--- config.mk ---
export PLATFORM = sky130hd
export DESIGN_NAME = piezo_decode_flat
export DESIGN_NICKNAME = d
export VERILOG_FILES = /design/src/rtl/piezo_decode_pkg.sv /design/src/rtl/piezo_decode_if.sv /design/src/rtl/piezo_per_meas.sv /design/src/rtl/piezo_decode.sv /design/src/flat_wrapper.sv
export SDC_FILE = /design/constraint.sdc
export NUM_CORES = 1
export LEC_CHECK = 0
export CAP_MARGIN = 20
export CELL_PAD_IN_SITES_DETAIL_PLACEMENT = 1
export CELL_PAD_IN_SITES_GLOBAL_PLACEMENT = 1
export CORE_MARGIN = 3
export CORE_UTILIZATION = 49
export CTS_BUF_LIST = sky130_fd_sc_hd__clkbuf_2 sky130_fd_sc_hd__clkbuf_4 sky130_fd_sc_hd__clkbuf_8
export DETAILED_ROUTE_END_ITERATION = 7
export MAX_ROUTING_LAYER = met4
export PLACE_DENSITY = 0.85
export SLEW_MARGIN = 5
export SYNTH_ARGS = -nofsm -noshare
export SYNTH_HDL_FRONTEND = slang
export SYNTH_SLANG_ARGS = --single-unit
--- constraint.sdc ---
create_clock -name clk -period 3.8 [get_ports clk]
set_input_delay 0.76 -clock clk [delete_from_list [all_inputs] [get_ports clk]]
set_output_delay 0.76 -clock clk [all_outputs]
set_load 0.01 [all_outputs]
--- src/rtl/piezo_decode_pkg.sv ---
// Shared types and constants for the piezo tone decoder: note/tune encodings,
// nominal note periods, the reference tune sequences and the tune matcher.
package piezo_pkg;

    typedef enum logic [1:0] {G6 = 2'd0, C7 = 2'd1, E7 = 2'd2, G7 = 2'd3} note_t;
    typedef enum logic [1:0] {UNKNOWN = 2'd0, STEER = 2'd1, FAST = 2'd2, BATT = 2'd3} tune_t;
    typedef enum logic [1:0] {ST_IDLE = 2'd0, ST_FIRST = 2'd1, ST_TONE = 2'd2} dec_state_t;

    localparam int G6_PER_NOM = 31888;
    localparam int C7_PER_NOM = 23889;
    localparam int E7_PER_NOM = 18961;
    localparam int G7_PER_NOM = 15944;
    localparam int FAST_DIV   = 1000;

    // Tune buffer: entry 0 is the first note heard.
    typedef logic [5:0][1:0] tune_buf_t;
    localparam logic [2:0] TUNE_MAX = 3'd6;

    localparam tune_buf_t        STEER_SEQ = {G7, E7, G7, E7, C7, G6};
    localparam tune_buf_t        BATT_SEQ  = {G6, C7, E7, G7, E7, G7};
    localparam logic [2:0][1:0]  FAST_SEQ  = {E7, C7, G6};

    function automatic int per_tol(input int nom);
        int t;
        t = nom / 16;
        return (t > 1) ? t : 1;
    endfunction

    function automatic tune_t tune_match(input tune_buf_t seq, input logic [2:0] cnt,
                                         input logic ovf);
        tune_t res;
        res = UNKNOWN;
        if (ovf) begin
            res = UNKNOWN;
        end else if ((cnt == 3'd3) && (seq[2:0] == FAST_SEQ)) begin
            res = FAST;
        end else if ((cnt == 3'd6) && (seq == STEER_SEQ)) begin
            res = STEER;
        end else if ((cnt == 3'd6) && (seq == BATT_SEQ)) begin
            res = BATT;
        end else begin
            res = UNKNOWN;
        end
        return res;
    endfunction

endpackage

--- src/rtl/piezo_decode_if.sv ---
// Result bus of the piezo tone decoder towards the test harness / status logic.
interface piezo_decode_if;
    logic        note_vld;
    logic [1:0]  note_id;
    logic [25:0] note_len;
    logic        tune_vld;
    logic [1:0]  tune_id;
    logic        bad_per;

    modport master (output note_vld, note_id, note_len, tune_vld, tune_id, bad_per);
    modport slave  (input  note_vld, note_id, note_len, tune_vld, tune_id, bad_per);
endinterface

--- src/rtl/piezo_per_meas.sv ---
// Period front end: synchronizes piezo, measures rise-to-rise periods,
// classifies them against the note windows and flags silence.
module piezo_per_meas
    import piezo_pkg::*;
#(
    parameter int G6_PER  = G6_PER_NOM,
    parameter int C7_PER  = C7_PER_NOM,
    parameter int E7_PER  = E7_PER_NOM,
    parameter int G7_PER  = G7_PER_NOM,
    parameter int SIL_LEN = 2 * G6_PER_NOM
) (
    input  logic        clk,
    input  logic        rst_n,
    input  logic        piezo,
    output logic        per_vld,
    output note_t       per_note,
    output logic        per_unk,
    output logic [15:0] per_cnt,
    output logic        silence
);

    localparam logic [15:0] G6_LO = 16'(G6_PER - per_tol(G6_PER));
    localparam logic [15:0] G6_HI = 16'(G6_PER + per_tol(G6_PER));
    localparam logic [15:0] C7_LO = 16'(C7_PER - per_tol(C7_PER));
    localparam logic [15:0] C7_HI = 16'(C7_PER + per_tol(C7_PER));
    localparam logic [15:0] E7_LO = 16'(E7_PER - per_tol(E7_PER));
    localparam logic [15:0] E7_HI = 16'(E7_PER + per_tol(E7_PER));
    localparam logic [15:0] G7_LO = 16'(G7_PER - per_tol(G7_PER));
    localparam logic [15:0] G7_HI = 16'(G7_PER + per_tol(G7_PER));
    localparam logic [15:0] SIL_CNT = 16'(SIL_LEN);

    logic        sync1_q, sync1_d, sync2_q, sync2_d, prev_q, prev_d;
    logic [15:0] cnt_q, cnt_d;
    logic        rise_s;

    assign rise_s  = sync2_q & ~prev_q;
    assign per_vld = rise_s;
    assign per_cnt = cnt_q;
    assign silence = ~rise_s & (cnt_q == SIL_CNT);

    // Next-state for synchronizer chain and saturating period counter.
    always_comb begin
        sync1_d = piezo;
        sync2_d = sync1_q;
        prev_d  = sync2_q;
        if (rise_s) begin
            cnt_d = 16'd1;
        end else if (cnt_q != 16'hFFFF) begin
            cnt_d = cnt_q + 16'd1;
        end else begin
            cnt_d = cnt_q;
        end
    end

    // Window classifier; windows are disjoint so the order does not matter.
    always_comb begin
        per_note = G6;
        per_unk  = 1'b0;
        if ((cnt_q >= G6_LO) && (cnt_q <= G6_HI)) begin
            per_note = G6;
        end else if ((cnt_q >= C7_LO) && (cnt_q <= C7_HI)) begin
            per_note = C7;
        end else if ((cnt_q >= E7_LO) && (cnt_q <= E7_HI)) begin
            per_note = E7;
        end else if ((cnt_q >= G7_LO) && (cnt_q <= G7_HI)) begin
            per_note = G7;
        end else begin
            per_unk = 1'b1;
        end
    end

    // Front-end registers.
    always_ff @(posedge clk or negedge rst_n) begin
        if (!rst_n) begin
            sync1_q <= 1'b0;
            sync2_q <= 1'b0;
            prev_q  <= 1'b0;
            cnt_q   <= 16'd0;
        end else begin
            sync1_q <= sync1_d;
            sync2_q <= sync2_d;
            prev_q  <= prev_d;
            cnt_q   <= cnt_d;
        end
    end

endmodule

--- src/rtl/piezo_decode.sv ---
// Piezo tone decoder top: groups classified periods into notes, reports each
// note with its length and matches the note sequence against known tunes at silence.
module piezo_decode
    import piezo_pkg::*;
#(
    parameter bit fast_sim = 1'b0,
    parameter int G6_PER   = fast_sim ? (G6_PER_NOM / FAST_DIV) : G6_PER_NOM,
    parameter int C7_PER   = fast_sim ? (C7_PER_NOM / FAST_DIV) : C7_PER_NOM,
    parameter int E7_PER   = fast_sim ? (E7_PER_NOM / FAST_DIV) : E7_PER_NOM,
    parameter int G7_PER   = fast_sim ? (G7_PER_NOM / FAST_DIV) : G7_PER_NOM,
    parameter int SIL_LEN  = 2 * G6_PER
) (
    input  logic           clk,
    input  logic           rst_n,
    input  logic           piezo,
    piezo_decode_if.master bus
);

    localparam logic [25:0] LEN_MAX = {26{1'b1}};

    logic        per_vld_s, per_unk_s, silence_s;
    note_t       per_note_s;
    logic [15:0] per_cnt_s;

    piezo_per_meas #(
        .G6_PER (G6_PER), .C7_PER (C7_PER), .E7_PER (E7_PER),
        .G7_PER (G7_PER), .SIL_LEN(SIL_LEN)
    ) u_meas (
        .clk(clk), .rst_n(rst_n), .piezo(piezo),
        .per_vld(per_vld_s), .per_note(per_note_s), .per_unk(per_unk_s),
        .per_cnt(per_cnt_s), .silence(silence_s)
    );

    dec_state_t  state_q, state_d;
    note_t       cur_note_q, cur_note_d, note_id_q, note_id_d;
    logic [25:0] acc_q, acc_d, note_len_q, note_len_d, acc_add_s;
    logic [26:0] sum_s;
    tune_buf_t   buf_q, buf_d;
    logic [2:0]  buf_cnt_q, buf_cnt_d;
    logic        ovf_q, ovf_d, eval_q, eval_d, emit_s;
    logic        note_vld_q, note_vld_d, tune_vld_q, tune_vld_d, bad_per_q, bad_per_d;
    tune_t       tune_id_q, tune_id_d;

    assign sum_s     = {1'b0, acc_q} + {11'd0, per_cnt_s};
    assign acc_add_s = sum_s[26] ? LEN_MAX : sum_s[25:0];

    // Decoder next state: note grouping, emission into the tune buffer, tune evaluation.
    always_comb begin
        state_d    = state_q;
        cur_note_d = cur_note_q;
        acc_d      = acc_q;
        buf_d      = buf_q;
        buf_cnt_d  = buf_cnt_q;
        ovf_d      = ovf_q;
        eval_d     = 1'b0;
        emit_s     = 1'b0;
        note_vld_d = 1'b0;
        note_id_d  = note_id_q;
        note_len_d = note_len_q;
        tune_vld_d = 1'b0;
        tune_id_d  = tune_id_q;
        bad_per_d  = 1'b0;

        case (state_q)
            ST_IDLE: begin
                if (per_vld_s) state_d = ST_FIRST;
                else           state_d = ST_IDLE;
            end
            ST_FIRST: begin
                if (silence_s) begin
                    state_d = ST_IDLE;
                    eval_d  = 1'b1;
                end else if (per_vld_s && per_unk_s) begin
                    bad_per_d = 1'b1;
                end else if (per_vld_s) begin
                    state_d    = ST_TONE;
                    cur_note_d = per_note_s;
                    acc_d      = {10'd0, per_cnt_s};
                end else begin
                    state_d = ST_FIRST;
                end
            end
            ST_TONE: begin
                if (silence_s) begin
                    emit_s  = 1'b1;
                    state_d = ST_IDLE;
                    eval_d  = 1'b1;
                end else if (per_vld_s && per_unk_s) begin
                    emit_s    = 1'b1;
                    bad_per_d = 1'b1;
                    state_d   = ST_FIRST;
                end else if (per_vld_s && (per_note_s == cur_note_q)) begin
                    acc_d = acc_add_s;
                end else if (per_vld_s) begin
                    // The closing edge of the old note opens the new one: no cycle lost.
                    emit_s     = 1'b1;
                    cur_note_d = per_note_s;
                    acc_d      = {10'd0, per_cnt_s};
                end else begin
                    state_d = ST_TONE;
                end
            end
            default: begin
                state_d = ST_IDLE;
            end
        endcase

        if (emit_s) begin
            note_vld_d = 1'b1;
            note_id_d  = cur_note_q;
            note_len_d = acc_q;
            if (buf_cnt_q < TUNE_MAX) begin
                buf_d[buf_cnt_q] = cur_note_q;
                buf_cnt_d        = buf_cnt_q + 3'd1;
            end else begin
                ovf_d = 1'b1;
            end
        end else begin
            note_vld_d = 1'b0;
        end

        if (eval_q) begin
            if ((buf_cnt_q != 3'd0) || ovf_q) begin
                tune_vld_d = 1'b1;
                tune_id_d  = tune_match(buf_q, buf_cnt_q, ovf_q);
            end else begin
                tune_vld_d = 1'b0;
            end
            buf_cnt_d = 3'd0;
            ovf_d     = 1'b0;
        end else begin
            tune_vld_d = 1'b0;
        end
    end

    // Decoder state and registered outputs.
    always_ff @(posedge clk or negedge rst_n) begin
        if (!rst_n) begin
            state_q    <= ST_IDLE;
            cur_note_q <= G6;
            acc_q      <= 26'd0;
            buf_q      <= 12'd0;
            buf_cnt_q  <= 3'd0;
            ovf_q      <= 1'b0;
            eval_q     <= 1'b0;
            note_vld_q <= 1'b0;
            note_id_q  <= G6;
            note_len_q <= 26'd0;
            tune_vld_q <= 1'b0;
            tune_id_q  <= UNKNOWN;
            bad_per_q  <= 1'b0;
        end else begin
            state_q    <= state_d;
            cur_note_q <= cur_note_d;
            acc_q      <= acc_d;
            buf_q      <= buf_d;
            buf_cnt_q  <= buf_cnt_d;
            ovf_q      <= ovf_d;
            eval_q     <= eval_d;
            note_vld_q <= note_vld_d;
            note_id_q  <= note_id_d;
            note_len_q <= note_len_d;
            tune_vld_q <= tune_vld_d;
            tune_id_q  <= tune_id_d;
            bad_per_q  <= bad_per_d;
        end
    end

    assign bus.note_vld = note_vld_q;
    assign bus.note_id  = note_id_q;
    assign bus.note_len = note_len_q;
    assign bus.tune_vld = tune_vld_q;
    assign bus.tune_id  = tune_id_q;
    assign bus.bad_per  = bad_per_q;

endmodule
--- src/flat_wrapper.sv ---
// flat-port wrapper written by rule: the top's interface ports become plain ports
module piezo_decode_flat import piezo_pkg::*;
#(
    parameter bit fast_sim = 1'b0,
    parameter int G6_PER   = fast_sim ? (G6_PER_NOM / FAST_DIV) : G6_PER_NOM,
    parameter int C7_PER   = fast_sim ? (C7_PER_NOM / FAST_DIV) : C7_PER_NOM,
    parameter int E7_PER   = fast_sim ? (E7_PER_NOM / FAST_DIV) : E7_PER_NOM,
    parameter int G7_PER   = fast_sim ? (G7_PER_NOM / FAST_DIV) : G7_PER_NOM,
    parameter int SIL_LEN  = 2 * G6_PER
)
  (clk, rst_n, piezo, bus_note_vld, bus_note_id, bus_note_len, bus_tune_vld, bus_tune_id, bus_bad_per);
  piezo_decode_if bus_i ();
  input  logic clk;
  input  logic rst_n;
  input  logic piezo;
  output wire logic [$bits(bus_i.note_vld)-1:0] bus_note_vld;
  output wire logic [$bits(bus_i.note_id)-1:0] bus_note_id;
  output wire logic [$bits(bus_i.note_len)-1:0] bus_note_len;
  output wire logic [$bits(bus_i.tune_vld)-1:0] bus_tune_vld;
  output wire logic [$bits(bus_i.tune_id)-1:0] bus_tune_id;
  output wire logic [$bits(bus_i.bad_per)-1:0] bus_bad_per;
  assign bus_note_vld = bus_i.note_vld;
  assign bus_note_id = bus_i.note_id;
  assign bus_note_len = bus_i.note_len;
  assign bus_tune_vld = bus_i.tune_vld;
  assign bus_tune_id = bus_i.tune_id;
  assign bus_bad_per = bus_i.bad_per;
  piezo_decode #(.fast_sim(fast_sim), .G6_PER(G6_PER), .C7_PER(C7_PER), .E7_PER(E7_PER), .G7_PER(G7_PER), .SIL_LEN(SIL_LEN)) u_core (.clk(clk), .rst_n(rst_n), .piezo(piezo), .bus(bus_i));
endmodule
==> impl_metrics.tcl, run 1 <==
set metrics [dict create \
    grt_start_max_net_pins 42 \
    yosysMostFrequentCell "dfrtp_1" \
    synth_top_flop_cell "dfrtp_1" \
    path_class "reg -> reg" \
    cts_max_level 3 \
    period_needed_ps 3490 \
    clock.fmax_ghz 0.286 \
    drt-pass1-iter-count 4 \
    yosys_warnings 0 \
    die-area_um2 13700 \
    clk_pin_slew_ps 100 \
    yosysTopAreaCell "dfrtp_1" \
    post_drt_wl_per_cell_um 20.0 \
    place_hpwl_mm 11.6 \
    synth_top_family_by_area "simple AND/OR/NAND/NOR gates" \
    hold_path_class "in -> async" \
    synth_area_leaders "dfrtp_1 (41%), mux2_2 (6.0%), ha_1 (5.6%)" \
    endpoint_kind "flip-flop" \
    clock_latency_ps 390 \
    io_buffer_count 35 \
    power.leakage_nw 2.96 \
    netlist_instances 615 \
    viasPerCell 6.26 \
    synth-compound-area-share_pct 16.1 \
    status "finished, final reports clean" \
    worstPathArrival_ps 3770 \
    synth_enable_flop_cells 0 \
    syn_nets 646 \
    root_buffer "clkbuf_8" \
    postLayoutSetupSlackWorst_ps 306 \
    antenna_left 0 \
    worst_ep_required_time_ps 4070 \
    worstMarginPinSlew_ps 945 \
    path_cells "nor4b_1 > nand2_1 > or3_1 > a21oi_4 > a2111o_1 > a211oi_4 > nor2_4 > mux2_2" \
    ys_async_sr_fraction_pct 100 \
    syn_area_per_cell_um2 9.80 \
    netlist_top_cells_count "dfrtp_1 (99), nor2_1 (58), nand2_1 (44)" \
    grt_pass1_vias 5244 \
    synth.area.mux_share_pct 9.09 \
    die_h_um 117 \
    place_ws_ps 267 \
    ios 36 \
    antenna_found_initial 0 \
    synthXorXnorAreaFrac_pct 3.49 \
    diodes 0 \
    grt-ovfl-total 0 \
    min_period_over_period_pct 91.9 \
    rsz0062_at_grt "false" \
    crit_buf_inv 0 \
    cap_viol_max_count 0 \
    drive_above_1_share_pct 14.1 \
    drt_wl_total_mm 15.8 \
    drt_first_iter_violations 275 \
    powerDensity_nw_per_um2 372 \
    seq_area_frac_synth_pct 41.1 \
    cts_tree "built" \
    synth_area_um2 6030 \
    worst_setup_path_start_kind "flip-flop" \
    ir_drop_uv 263 \
    clockBufferDepth 2 \
    crit_path_max_incr_delay_ps 770 \
    hold_viol_final 0 \
    clock-skew-final_ps 13.8 \
    setup_tns_ps 0 \
    syn_to_final_growth_pct 11.6 \
    drc 0 \
    synth-simple-area-share_pct 19.9 \
    track_usage_pct 25.2 \
    cpLargestDelayFamily "simple AND/OR/NAND/NOR gates" \
    cts_sinks 99 \
    nNetsFinal 674 \
    gp_congestion 0.877 \
    cts_hold_buf 0 \
    grt_first_pass_wirelength_mm 26.3 \
    finalSetupViolations 0 \
    synth_top_area_share_pct 41.1 \
    slowest_stage "nor2_4" \
    path_max_fanout 29 \
    post_synth_num_cell_types 75 \
    num_rows 39 \
    slew_violations 0 \
    initial_core_util_pct 51.5 \
    die_w_um 117 \
    cts_made_buffers 9 \
    slew_headroom_pct 36.9 \
    yosys_register_bits 99 \
    vias 4942 \
    synthAdderAreaFrac_pct 5.94 \
    coreArea_um2 11700 \
]
[per-stage QoR]
stage | cell area (um2) | utilization, % | power (mW) | hold slack (ps) | std cells
2_1_floorplan | 6030 | - | 1.66 | 331 | 615
3_3_place_gp | 6530 | 55.8 | 1.81 | 334 | 775
3_5_place_dp | 6530 | 55.8 | 1.84 | 343 | 775
4_1_cts | 6720 | 57.4 | 2.53 | 273 | 789
5_1_grt | 6730 | 57.4 | 2.68 | 284 | 789
6_report | 6730 | 57.4 | 2.50 | 281 | 789
[power by group]
part,internal [mW],total [mW],switching [mW]
registers,1.13,1.25,0.120
logic,0.239,0.581,0.342
clock network,0.316,0.677,0.361
total,1.68,2.50,0.822
[layer usage]
| metal | wire length, um | vias to the layer above | track usage, % |
|---|---|---|---|
| met5 | 0 | - | - |
| met4 | 257 | 0 | 7.19 |
| met3 | 415 | 20 | 5.45 |
| met2 | 8070 | 78 | 43.2 |
| met1 | 7070 | 2532 | 29.9 |
| li1 | - | 2312 | - |
[cells in the final DEF (no fill, tap or decap), types with 9 or more instances in the layout]
master           count
xor2_1              16
nor4_1              12
buf_4               20
a21oi_1             23
a211oi_1            11
o31ai_1             12
o21ai_0             28
nand3_1             21
nor2_1              57
clkbuf_8            10
nand2_1             44
clkdlybuf4s50_1     34
nand4_1             14
mux2_4               9
ha_1                27
nand2b_1            10
mux2_2              32
and3_1              16
nor3_1              21
inv_1               20
dfrtp_1             99
[area by class of cell]
type	count	area (um2)
clock inverters	4	52.6
fillers	1324	4990
well taps	143	179
repair buffers	54	490
flip-flops and latches	99	2480
multi-input cells	459	3310
clock buffers	10	138
inverters	20	75.1
[cell families (layout without fill, tap and decap cells)]
| logic type | count (synthesis) | count (layout) |
|---|---|---|
| multiplexers | 46 | 46 |
| AND/OR/NAND/NOR | 229 | 229 |
| XOR/XNOR | 24 | 24 |
| buffers and inverters | 57 | 88 |
| flip-flops | 99 | 99 |
| AO/OA/AOI/OAI | 132 | 132 |
| adder cells (fa/ha/maj) | 28 | 28 |
[path summary, 6_finish.rpt]
check / startpoint / endpoint / slack, ps / cells after the start
setup / recovery: u_core.u_meas.per_cnt[8] / u_core.bus.note_len[22] / 310 / 8
hold / removal: rst_n / u_core.acc_q[16] / 280 / 1
setup reg to reg: u_core.u_meas.per_cnt[8] / u_core.bus.note_len[22] / 310 / 8
hold reg to reg: u_core.u_meas.sync1_q / u_core.u_meas.prev_d / 360 / 0
max in group asynchronous: rst_n / u_core.u_meas.per_cnt[14] / 2710 / 2
min in group clk: u_core.u_meas.sync1_q / u_core.u_meas.prev_d / 360 / 0
[timing repair]
action	in CTS	in global routing
resized for setup	0	2
endpoints found under the setup margin	0	3
setup buffers	0	0
[state kept, by name, summed over array words and instances, names as in the netlist]
name	flops
u_core.bus.note_id	2
u_core.acc_q	26
u_core.ovf_q	1
u_core.u_meas.prev_q	1
u_core.buf_q	12
u_core.u_meas.sync1_q	1
u_core.eval_q	1
u_core.bus.tune_vld	1
u_core.u_meas.prev_d	1
u_core.bus.bad_per	1
u_core.bus.tune_id	2
u_core.cur_note_q	2
u_core.u_meas.per_cnt	16
u_core.buf_cnt_q	3
u_core.bus.note_vld	1
u_core.bus.note_len	26
u_core.state_q	2
No activity file was read; power rests on OpenSTA's default activity.
==> run 2, diff against run 1 <==
--- a/config.mk
+++ b/config.mk
@@ -8,12 +8,13 @@
 export CAP_MARGIN = 20
 export CELL_PAD_IN_SITES_DETAIL_PLACEMENT = 1
 export CELL_PAD_IN_SITES_GLOBAL_PLACEMENT = 1
-export CORE_MARGIN = 3
+export CORE_MARGIN = 2
 export CORE_UTILIZATION = 49
 export CTS_BUF_LIST = sky130_fd_sc_hd__clkbuf_2 sky130_fd_sc_hd__clkbuf_4 sky130_fd_sc_hd__clkbuf_8
 export DETAILED_ROUTE_END_ITERATION = 7
 export MAX_ROUTING_LAYER = met4
 export PLACE_DENSITY = 0.85
+export REMOVE_ABC_BUFFERS = 1
 export SLEW_MARGIN = 5
 export SYNTH_ARGS = -nofsm -noshare
 export SYNTH_HDL_FRONTEND = slang
==> run 2 against run 1 <==
Via count down 0.34%. Count of clock-buffer cells in the layout rose by 1. Final cell count is 0.38% higher. Clock power is 7.7% higher. Total power increased by 2.7%. Clock skew is 7.0 ps higher. Worst setup slack worse by 180 ps. Global-route usage is 0.90 points higher. Core utilization down 1.4 points. Flip-flop and latch count unchanged. Largest power group unchanged.
==> impl_metrics.tcl, run 2 (same netlist as run 1, synthesis figures left out) <==
set metrics [dict create \
    setup_tns_ps 0 \
    p_comb_share_pct 22.9 \
    grt_start_max_net_pins 42 \
    crit_path_max_incr_delay_ps 760 \
    p_sw_share_pct 33.6 \
    finalSetupViolations 0 \
    place_area_um2 6510 \
    viasPerCell 6.22 \
    internal_power_mw 1.71 \
    root_buffer "clkbuf_8" \
    path_max_fanout 15 \
    path_cells "or4_1 > a31oi_1 > o311ai_2 > o41ai_4 > a32oi_2 > a211oi_4 > nor2_4 > mux2_4" \
    slew_violations 0 \
    cpLargestDelayFamily "compound AO/OA/AOI/OAI gates" \
    slowest_stage "a211oi_4" \
    clock.fmax_ghz 0.272 \
    nNetsFinal 671 \
    drc 0 \
    drt_first_iter_violations 389 \
    clk_pin_slew_ps 110 \
    switchingPower_uw 864 \
    worst_setup_path_start_kind "flip-flop" \
    cts_max_level 3 \
    initial_core_util_pct 50.2 \
    vias 4925 \
    status "finished, final reports clean" \
    ios 36 \
    power.leakage_nw 2.95 \
    grt-ovfl-total 0 \
    final_core_util_pct 56.1 \
    die-area_um2 13200 \
    slew_headroom_pct 45.3 \
    grt_pass1_vias 5212 \
    cts_sinks 99 \
    drt-pass1-iter-count 4 \
    drt_wl_total_mm 16.0 \
    syn_to_final_growth_pct 11.7 \
    io_buffer_count 35 \
    cts_tree "built" \
    die_h_um 115 \
    seq_power_share_pct 48.7 \
    hold_viol_final 0 \
    coreArea_um2 12000 \
    cts_made_buffers 9 \
    rsz0062_at_grt "false" \
    diodes 0 \
    track_usage_pct 26.1 \
    place_hpwl_mm 11.2 \
    clock_latency_ps 400 \
    min_period_over_period_pct 96.6 \
    drive_above_1_share_pct 14.0 \
    postLayoutSetupSlackWorst_ps 130 \
    antenna_left 0 \
    clock-skew-final_ps 20.8 \
    postCtsSetupBuffers 0 \
    period_needed_ps 3670 \
    cap_viol_max_count 0 \
    worstPathArrival_ps 3940 \
    ir_drop_uv 240 \
    clockBufferDepth 2 \
    gp_congestion 0.914 \
    cts_hold_buf 0 \
    worst_ep_required_time_ps 4070 \
    p_clk_share_pct 28.4 \
    endpoint_kind "flip-flop" \
    die_w_um 115 \
    grt_first_pass_wirelength_mm 26.5 \
    fin_area_um2 6730 \
    layout_commonest_cell "dfrtp_1" \
    worstMarginPinSlew_ps 821 \
    post_drt_wl_per_cell_um 20.2 \
    num_rows 40 \
    cts.repair.resized 0 \
    place_ws_ps 146 \
    hold_path_class "in -> async" \
    path_class "reg -> reg" \
    crit_buf_inv 0 \
    layout_common_cells "dfrtp_1 (99), nor2_1 (57), nand2_1 (44), clkdlybuf4s50_1 (34), mux2_2 (32)" \
    powerDensity_nw_per_um2 382 \
    antenna_found_initial 0 \
]
## run 2: changes by cell type in the layout (fill, tap and decap cells not counted)
cell | previous run | this run
clkinv_4 | 2 | 1
clkbuf_8 | 10 | 11
clkinvlp_4 | 0 | 1
o21ai_0 | 28 | 29
buf_4 | 20 | 16
nor2_4 | 1 | 2
inv_6 | 0 | 1
o21ai_1 | 1 | 0
## run 2: per-layer routing
| metal | track usage, % | vias up | wire length (um) |
|---|---|---|---|
| met2 | 43.4 | 89 | 8050 |
| met1 | 32.5 | 2525 | 7170 |
| met5 | - | - | 0 |
| li1 | - | 2299 | - |
| met4 | 6.75 | 0 | 176 |
| met3 | 5.43 | 12 | 592 |
## run 2: final timing paths
| path | depth (start not counted) | from | slack (ps) | to |
|---|---|---|---|---|
| max | 8 | u_core.u_meas.per_cnt[6] | 130 | u_core.bus.note_len[10] |
| min reg2reg | 0 | u_core.u_meas.sync1_q | 360 | u_core.u_meas.prev_d |
| min | 1 | rst_n | 270 | u_core.acc_q[21] |
| max reg2reg | 8 | u_core.u_meas.per_cnt[6] | 130 | u_core.bus.note_len[10] |
| max in group asynchronous | 2 | rst_n | 2670 | u_core.u_meas.per_cnt[4] |
| min in group clk | 0 | u_core.u_meas.sync1_q | 360 | u_core.u_meas.prev_d |
## run 2: stage by stage
step	std cells	power [mW]	hold slack, ps
after CTS	791	2.59	278
final	792	2.57	274
after detailed placement	775	1.85	342
after floorplan	578	1.64	331
after global placement	775	1.80	334
after global routing	792	2.73	285
## run 2: power by group through the flow
| stage | Sequential, mW | Clock, mW | Combinational [mW] |
|---|---|---|---|
| after floorplan | 1.22 | 0 | 0.420 |
| after global placement | 1.26 | 0 | 0.545 |
| after detailed placement | 1.27 | 0 | 0.582 |
| after CTS | 1.25 | 0.752 | 0.591 |
| after global routing | 1.26 | 0.789 | 0.678 |
| final | 1.25 | 0.729 | 0.589 |
## run 2: layout make-up
class	count	area [um2]
Sequential cell	99	2480
Fill cell	1351	5280
Clock inverter	5	60.1
Clock buffer	11	151
Tap cell	147	184
Inverter	20	75.1
Timing Repair Buffer	50	460
Multi-Input combinational cell	460	3320
